### src/rtl/watch_pkg.sv
// Shared watch display definitions: segment patterns, digit order, slot index type.
package watch_pkg;

   localparam int unsigned NUM_DIGITS = 6;
   localparam int unsigned DIGIT_W    = 4;
   localparam int unsigned SEG_W      = 7;
   localparam int unsigned VEC_W      = NUM_DIGITS * DIGIT_W;
   localparam int unsigned SLOT_W     = 3;
   localparam int unsigned CNT_W      = 16;

   typedef logic [SLOT_W-1:0] slot_idx_t;

   // Six BCD digits as they arrive from the counters, most significant first.
   typedef struct packed {
      logic [DIGIT_W-1:0] hour_10;
      logic [DIGIT_W-1:0] hour1;
      logic [DIGIT_W-1:0] min_10;
      logic [DIGIT_W-1:0] min1;
      logic [DIGIT_W-1:0] sec_10;
      logic [DIGIT_W-1:0] sec1;
   } digits_t;

   // Scan slot assigned to each digit; slot number equals dig_en bit.
   localparam slot_idx_t DIG_SEC1   = 3'd0;
   localparam slot_idx_t DIG_SEC10  = 3'd1;
   localparam slot_idx_t DIG_MIN1   = 3'd2;
   localparam slot_idx_t DIG_MIN10  = 3'd3;
   localparam slot_idx_t DIG_HOUR1  = 3'd4;
   localparam slot_idx_t DIG_HOUR10 = 3'd5;

   // Segment patterns {g,f,e,d,c,b,a}, active-high.
   localparam logic [SEG_W-1:0] SEG_0     = 7'h3F;
   localparam logic [SEG_W-1:0] SEG_1     = 7'h06;
   localparam logic [SEG_W-1:0] SEG_2     = 7'h5B;
   localparam logic [SEG_W-1:0] SEG_3     = 7'h4F;
   localparam logic [SEG_W-1:0] SEG_4     = 7'h66;
   localparam logic [SEG_W-1:0] SEG_5     = 7'h6D;
   localparam logic [SEG_W-1:0] SEG_6     = 7'h7D;
   localparam logic [SEG_W-1:0] SEG_7     = 7'h07;
   localparam logic [SEG_W-1:0] SEG_8     = 7'h7F;
   localparam logic [SEG_W-1:0] SEG_9     = 7'h6F;
   localparam logic [SEG_W-1:0] SEG_DASH  = 7'h40;
   localparam logic [SEG_W-1:0] SEG_BLANK = 7'h00;

endpackage

### src/rtl/watch_display_scan_bcd_to_seg.sv
// Combinational BCD to seven-segment decoder; non-BCD codes show a dash.
module bcd_to_seg
   import watch_pkg::*;
(
   input  logic [DIGIT_W-1:0] bcd,
   output logic [SEG_W-1:0]   seg_c
);

   // Pattern lookup with dash for codes 10..15.
   always_comb begin
      seg_c = SEG_DASH;
      case (bcd)
         4'd0:    seg_c = SEG_0;
         4'd1:    seg_c = SEG_1;
         4'd2:    seg_c = SEG_2;
         4'd3:    seg_c = SEG_3;
         4'd4:    seg_c = SEG_4;
         4'd5:    seg_c = SEG_5;
         4'd6:    seg_c = SEG_6;
         4'd7:    seg_c = SEG_7;
         4'd8:    seg_c = SEG_8;
         4'd9:    seg_c = SEG_9;
         default: seg_c = SEG_DASH;
      endcase
   end

endmodule

### src/rtl/watch_display_scan.sv
// Six-digit multiplexed seven-segment scan driver with per-frame coherent snapshot.
module watch_display_scan
   import watch_pkg::*;
#(
   parameter int unsigned SCAN_DIV = 1000
) (
   input  logic                  clk,
   input  logic                  rst,
   input  logic [DIGIT_W-1:0]    hour_10,
   input  logic [DIGIT_W-1:0]    hour1,
   input  logic [DIGIT_W-1:0]    min_10,
   input  logic [DIGIT_W-1:0]    min1,
   input  logic [DIGIT_W-1:0]    sec_10,
   input  logic [DIGIT_W-1:0]    sec1,
   input  logic                  colon_on,
   input  logic                  blank_lz,
   output logic [SEG_W-1:0]      seg,
   output logic                  dp,
   output logic [NUM_DIGITS-1:0] dig_en
);

   localparam logic [CNT_W-1:0] CNT_LAST = CNT_W'(SCAN_DIV - 1);

   digits_t             din_c;
   digits_t             sync1, sync2, sync3, snap;
   logic                col_s1, col_s2;
   logic                snap_blz;
   logic [CNT_W-1:0]    cnt, cnt_nxt_c;
   slot_idx_t           idx, idx_nxt_c;
   logic                tc_c, frame_start_c, stable_c;
   logic [DIGIT_W-1:0]  cur_digit_c;
   logic [SEG_W-1:0]    dec_seg_c;
   logic [SEG_W-1:0]    seg_nxt_c;
   logic                dp_nxt_c;
   logic [NUM_DIGITS-1:0] en_nxt_c;

   assign din_c = '{hour_10: hour_10, hour1: hour1, min_10: min_10,
                    min1: min1, sec_10: sec_10, sec1: sec1};

   // Two-flop synchroniser plus compare stage for the asynchronous digits and colon.
   always_ff @(posedge clk or negedge rst) begin
      if (!rst) begin
         sync1  <= '0;
         sync2  <= '0;
         sync3  <= '0;
         col_s1 <= 1'b0;
         col_s2 <= 1'b0;
      end else begin
         sync1  <= din_c;
         sync2  <= sync1;
         sync3  <= sync2;
         col_s1 <= colon_on;
         col_s2 <= col_s1;
      end
   end

   assign stable_c = (sync2 == sync3);

   // Prescaler and slot index next-state.
   always_comb begin
      cnt_nxt_c     = cnt + CNT_W'(1);
      idx_nxt_c     = idx;
      tc_c          = (cnt == CNT_LAST);
      frame_start_c = 1'b0;
      if (tc_c) begin
         cnt_nxt_c = '0;
         if (idx == DIG_HOUR10) begin
            idx_nxt_c     = DIG_SEC1;
            frame_start_c = 1'b1;
         end else begin
            idx_nxt_c = idx + slot_idx_t'(1);
         end
      end
   end

   // Scan counters and frame-start snapshot; an unstable vector keeps the old frame.
   always_ff @(posedge clk or negedge rst) begin
      if (!rst) begin
         cnt      <= '0;
         idx      <= DIG_SEC1;
         snap     <= '0;
         snap_blz <= 1'b0;
      end else begin
         cnt <= cnt_nxt_c;
         idx <= idx_nxt_c;
         if (frame_start_c) begin
            snap_blz <= blank_lz;
            if (stable_c) snap <= sync2;
         end
      end
   end

   // Select the snapshot digit for the current slot.
   always_comb begin
      cur_digit_c = snap.sec1;
      case (idx)
         DIG_SEC10:  cur_digit_c = snap.sec_10;
         DIG_MIN1:   cur_digit_c = snap.min1;
         DIG_MIN10:  cur_digit_c = snap.min_10;
         DIG_HOUR1:  cur_digit_c = snap.hour1;
         DIG_HOUR10: cur_digit_c = snap.hour_10;
         default:    cur_digit_c = snap.sec1;
      endcase
   end

   bcd_to_seg u_dec (
      .bcd   (cur_digit_c),
      .seg_c (dec_seg_c)
   );

   // Output next values: blank at count 0, else enable, pattern, blanking and colon.
   always_comb begin
      seg_nxt_c = SEG_BLANK;
      dp_nxt_c  = 1'b0;
      en_nxt_c  = '0;
      if (cnt != '0) begin
         en_nxt_c  = NUM_DIGITS'(1) << idx;
         seg_nxt_c = dec_seg_c;
         if ((idx == DIG_HOUR10) && snap_blz && (cur_digit_c == '0))
            seg_nxt_c = SEG_BLANK;
         if (((idx == DIG_MIN1) || (idx == DIG_HOUR1)) && col_s2)
            dp_nxt_c = 1'b1;
      end
   end

   // Registered display outputs.
   always_ff @(posedge clk or negedge rst) begin
      if (!rst) begin
         seg    <= '0;
         dp     <= 1'b0;
         dig_en <= '0;
      end else begin
         seg    <= seg_nxt_c;
         dp     <= dp_nxt_c;
         dig_en <= en_nxt_c;
      end
   end

endmodule

### config.mk
export PLATFORM = sky130hd
export DESIGN_NAME = watch_display_scan
export DESIGN_NICKNAME = d
export VERILOG_FILES = /design/src/rtl/watch_pkg.sv /design/src/rtl/watch_display_scan_bcd_to_seg.sv /design/src/rtl/watch_display_scan.sv
export SDC_FILE = /design/constraint.sdc
export NUM_CORES = 1
export LEC_CHECK = 0
export BUFFER_PORTS_ARGS = -buffer_cell sky130_fd_sc_hd__buf_2
export CAP_MARGIN = 10
export CORE_MARGIN = 2
export CORE_UTILIZATION = 50
export DETAILED_ROUTE_END_ITERATION = 8
export PLACE_DENSITY_LB_ADDON = 0.3
export RECOVER_POWER = 50
export SLEW_MARGIN = 30
export SYNTH_ARGS = -nofsm -noshare
export SYNTH_HDL_FRONTEND = slang
export SYNTH_SLANG_ARGS = --single-unit
### constraint.sdc
create_clock -name clk -period 3 [get_ports clk]
set_clock_uncertainty 0.05 [all_clocks]
set_input_delay 0.45 -clock clk [delete_from_list [all_inputs] [get_ports clk]]
set_output_delay 0.45 -clock clk [all_outputs]
set_load 0.02 [all_outputs]
* After elaboration in Yosys (flattened, before gate mapping)
Memory sizes are Yosys's and may differ from the RTL's. Cells that the tools add are included.
Cells by class: add/subtract/negate cells 2, muxes and demuxes 10, reduce and logical (&&, ||, !) cells 7, shifts and indexed selects 1, eq/ne operators 7
Operator list (number):
- 24-bit equality test | 1
- 4-bit case mux with 5 select lines | 1
- 16-bit by 1-bit adder with 16-bit output (second input constant) | 1
- 16-bit by 10-bit equality test with 1-bit output (second input constant) | 1
- 16-bit two-way mux | 1
- 16-bit nonzero test | 1
- 7-bit two-way mux | 2
- 3-bit by 2-bit equality test with 1-bit output (second input constant) | 2
- 3-bit equality test (second input constant) | 2
- 6-bit two-way mux | 1
- 1-bit by 3-bit left shift with 6-bit output (first input constant) | 1
- 4-bit logical NOT | 1
- 1-bit two-way mux | 4
- 3-bit by 1-bit adder with 3-bit output (second input constant) | 1
- 3-bit by 1-bit equality test with 1-bit output (second input constant) | 1
- 1-bit logical AND | 3
- 3-bit two-way mux | 1
- 2-bit AND reduction | 1
- 1-bit logical OR | 1
Word-level totals: register bits 132, memories kept 1, input port bits 28, ROM bits 112
Memory list:
- (no name shown) | words 16, bits a word 7, read ports 1, clocked after memory_dff 0, write ports 0, line watch_display_scan_bcd_to_seg.sv:12 | case (bcd)

* Depth between registers and ports, before layout
word-level depth 6, depth in mapped cells 11, mapped depth without buffers 9

* Hierarchy
A second synthesis with hierarchy kept.
Unflattened totals: cell total of the unflattened synthesis 359, area total of the unflattened synthesis 5006.1 um2
By module, submodules not included:
- watch_display_scan | instances 1, area an instance 4778.3 um2, cells each 330
- bcd_to_seg | instances 1, area an instance 227.7 um2, cells each 29

* Least setup slack after synthesis
Ideal clock, no wire load.
path kind reg2reg, start point reg idx[0], end point reg seg[3], slack 454 ps, data required time 2823 ps, arrival 2368 ps, setup time 127 ps, cell stages (with the launch flop) 12, cells stage by stage dfrtp_1 buf_2 buf_1 and2_1 ha_1 a22o_1 o22ai_1 inv_1 ha_1 inv_1 o211ai_1 a21oi_1
On the way: cells in the longest elaborated chain, start to end 6
RTL lines:
- start: declaration | line watch_display_scan.sv:29 | slot_idx_t idx, idx_nxt_c;
- start signal: assignment | line watch_display_scan.sv:85 | idx <= idx_nxt_c;
- branches (longest 4 deep; another with memory read 16 x 7 bit)
- 7-bit two-way mux (*) | line watch_display_scan.sv:119 | if ((idx == DIG_HOUR10) && snap_blz && (cur_digit_c == '0))
- 7-bit two-way mux (*) | line watch_display_scan.sv:116 | if (cnt != '0) begin
- named net seg_nxt_c[3] | line watch_display_scan.sv:33 | logic [SEG_W-1:0] seg_nxt_c;
- end signal: assignment | line watch_display_scan.sv:133 | seg <= seg_nxt_c;
- end: declaration | line watch_display_scan.sv:17 | output logic [SEG_W-1:0] seg,
Mark *: on every way through the listed nets, which the timed path passes. A chain may end at the register's enable or synchronous reset.

* Worst setup path after layout
start point reg idx[2], end point reg seg[3]
The elaborated chain is that of the path after synthesis.

==> results.txt <==
----------------------------------------------------
[STA]
  Final setup viols ... 0
  Hold Fails Final Rpt ... 0
  Worst hold slack ... 131 ps
  Final worst path period need ... 2710 ps
  Max-slew violation count ... 0
  Least-Margin Pin Slew ... 1070 ps
  Final sum of negative setup slack ... 0 ps
  Final setup slack of the worst path ... 288 ps
  Max-slew headroom ... 28.7%
  Unrepaired setup endpoints after global routing ... no
  Maximum clock rate ... 369 MHz
  Period utilization ... 90.4%

[Layout]
  Diodes inserted ... 0
  Reg area ... 3300 um^2
  Final nets ... 457
  Proportion of layout cells with a drive suffix above 1 ... 24.7%
  Filler Cell Count ... 739
  Area occupied by multi-input gates ... 1500 um^2
  Synth-to-Final Area Change ... 24.9%

[Power]
  Int Power ... 3.18 mW
  Part of the total power dissipated in combinational logic ... 2.7%
  Proportion of power drawn by the clock network ... 50.6%
  Sequential cell fraction of total power ... 46.7%
  Final Power ... 3.98 mW
  Lkg Pwr ... 2.91 nW
  Power spent charging and discharging nets ... 0.802 mW
  Power Density ... 652 nW/um^2
  Sw frac ... 20.1%
  Worst IR Drop VDD ... 0.472 mV

[Hold path]
  Path type of the worst min-delay path ... in -> reg

[Floorplan]
  Die H ... 103 um
  Chip Width ... 103 um
  Core box area ... 9640 um^2
  I/O pin count ... 42
  Initial core utilization ... 50.7%
  Number of rows in the core area ... 36
  Die area ... 10,600 um^2

[Setup path]
  Req. time, crit path ... 3350 ps
  Launching element type of the critical path ... flip-flop
  Type of element capturing the critical path ... flip-flop
  Peak fanout along the critical path ... 14
  Arrival @ worst endpoint ... 3060 ps
  Worst setup path category ... reg -> reg

[Route]
  WL final ... 7.90 mm
  Per-cell routed wire length ... 13.9 um
  Via count ... 2,710
  Number of iterations in the first detailed-routing pass ... 4
  Vias per Instance ... 4.78
  Number of violations reported at the end of detailed-routing iteration 0 ... 122
  Detail Route Antenna Nets ... 0
  Remaining DRCs ... 0

[Placed design]
  Port Buffer Count ... 41
  Placed wire-length estimate after detailed placement ... 5.19 mm
  GPL Wtd Cong ... 0.818
  Worst setup timing slack at the placement stage ... 335 ps

[Yosys]
  Main area contributors after synthesis ... sky130_fd_sc_hd__dfrtp_1 (68%), sky130_fd_sc_hd__mux2_4 (6.1%), sky130_fd_sc_hd__xnor2_1 (3.9%)
  Async set or reset register ratio after synthesis ... 100%
  Commonest register cell after synthesis ... sky130_fd_sc_hd__dfrtp_1
  Seq cells post-synth ... 132
  Synthesized cell area ... 4890 um^2
  Post-Synthesis Net Count ... 373
  Proportion of netlist area held by the largest area contributor ... 67.6%
  Number of synthesized flops with an enable pin ... 0
  Count of warnings emitted by yosys ... 0
  Synthesized netlist cell count ... 337
  Sequential cell area fraction in the yosys report ... 67.6%
  Ranking of synthesized cells by instance count ... sky130_fd_sc_hd__dfrtp_1 (132), sky130_fd_sc_hd__xnor2_1 (22), sky130_fd_sc_hd__mux2_4 (20)
  Post-Synthesis Mean Instance Area ... 14.5 um^2
  Count of cell types in the netlist ... 49
  Area leader, netlist ... sky130_fd_sc_hd__dfrtp_1
  Most frequently used cell type in the post-synthesis netlist ... sky130_fd_sc_hd__dfrtp_1

[Clocking]
  Clock latency at the later pin of the worst-skew pair ... 520 ps
  Maximum number of buffers from clock root to sink ... 2
  Clock-pin slew of the registers on the worst-case setup and hold paths ... 60 ps
  Depth of the CTS H-tree ... 4
  CTS tree ... built
  TritonCTS buffer count ... 17
  CTS root buffer ... sky130_fd_sc_hd__clkbuf_8
  Total number of clock tree sinks ... 132

[Global route]
  Overall overflow remaining after global route ... 0
  Global-route wire length before repair ... 13.0 mm
  Pin count of the biggest net entering global routing ... 65
  Number of antenna violations at the first check in global routing ... 0
  All-Layer GR Usage ... 17.0%
  Vias in the first global route ... 2,665

[Flow run]
  Max cap viols ... 0

[Run status]
  Result of the run ... completed

----------------------------------------------------
kinds of logic after synthesis:
logic type / share of synthesized area [%]
compound gates: 5.48
xor+xnor: 6.45
fa+ha+maj: 2.05
buf+inv: 1.84
flops: 67.6
mux: 7.93
simple gates: 8.70
per-layer routing:
layer	vias up	global-route usage [%]	share of wire, %
met5	-	0	0
met4	0	10.3	3.3
met3	19	5.36	4.1
met2	63	25.3	47
met1	1288	21.9	45
li1	1340	-	-
power by group through the flow:
| stage | combinational (mW) | clock [mW] | sequential (mW) |
|---|---|---|---|
| floorplan | 0.0282 | 0 | 1.88 |
| global route | 0.124 | 2.14 | 1.87 |
| CTS | 0.114 | 2.07 | 1.86 |
| detailed placement | 0.0879 | 0 | 1.89 |
| global placement | 0.0854 | 0 | 1.89 |
| finish | 0.107 | 2.01 | 1.86 |
placed cells by master (no fill, tap or decap), drive strengths merged, types with 9 or more instances in the layout:
master	netlist	final
a21oi	13	13
dlygate4sd3	0	26
mux2	26	26
xor2	14	14
clkbuf	2	23
nor2	14	14
dfrtp	132	132
buf	6	45
nand2	9	9
inv	11	13
xnor2	22	22
flip-flops by register name (all words and copies together) (netlist names):
signal    flops
col_s1        1
sync1        24
snap_blz      1
dp            1
sync3        24
dig_en        6
idx           3
sync2        24
cnt          16
seg           7
col_s2        1
snap         24
worst max-delay path, stage by stage, from the launching register on:
cell and delay, ps:
sky130_fd_sc_hd__dfrtp_1 600, sky130_fd_sc_hd__inv_1 170, sky130_fd_sc_hd__ha_1 300, sky130_fd_sc_hd__a22o_1 250, sky130_fd_sc_hd__o22ai_1 470, sky130_fd_sc_hd__inv_1 140, sky130_fd_sc_hd__ha_1 320, sky130_fd_sc_hd__inv_1 40
sky130_fd_sc_hd__o211ai_1 160, sky130_fd_sc_hd__a21oi_1 90
cell type report:
| type | instances | area share [%] |
|---|---|---|
| inverter | 11 | 0.676 |
| timing repair buffer | 73 | 8.36 |
| tap | 133 | 2.72 |
| clock inverter | 11 | 2.46 |
| multi-input combinational | 186 | 24.5 |
| clock buffer | 21 | 7.19 |
| sequential | 132 | 54.1 |
timing repair:
item | 4_1_cts | 5_1_grt
hold buffers | 26 | 0
resized for setup | 0 | 0
endpoints found under the hold margin | 68 | 0
setup buffers | 0 | 0
metrics by stage:
stage / cells / cell area, um^2 / utilization, %
finish: 567 / 6110 / 63.4
global route: 567 / 6110 / 63.4
CTS: 567 / 6120 / 63.5
detailed placement: 509 / 5270 / 54.7
global placement: 509 / 5270 / 54.7
floorplan: 337 / 4890 / -
worst paths after layout:
path                                 end  slack [ps]      from  depth (start not counted)
worst max-delay path              seg[3]         290    idx[2]                          9
worst min-delay path            snap_blz         130  blank_lz                          2
worst max register to register    seg[3]         290    idx[2]                          9
worst min register to register  sync2[9]         290  sync1[9]                          0
max in group asynchronous         cnt[8]         820       rst                          3
min in group asynchronous       sync3[5]         610       rst                          2
(Power assumes the default switching activity.)
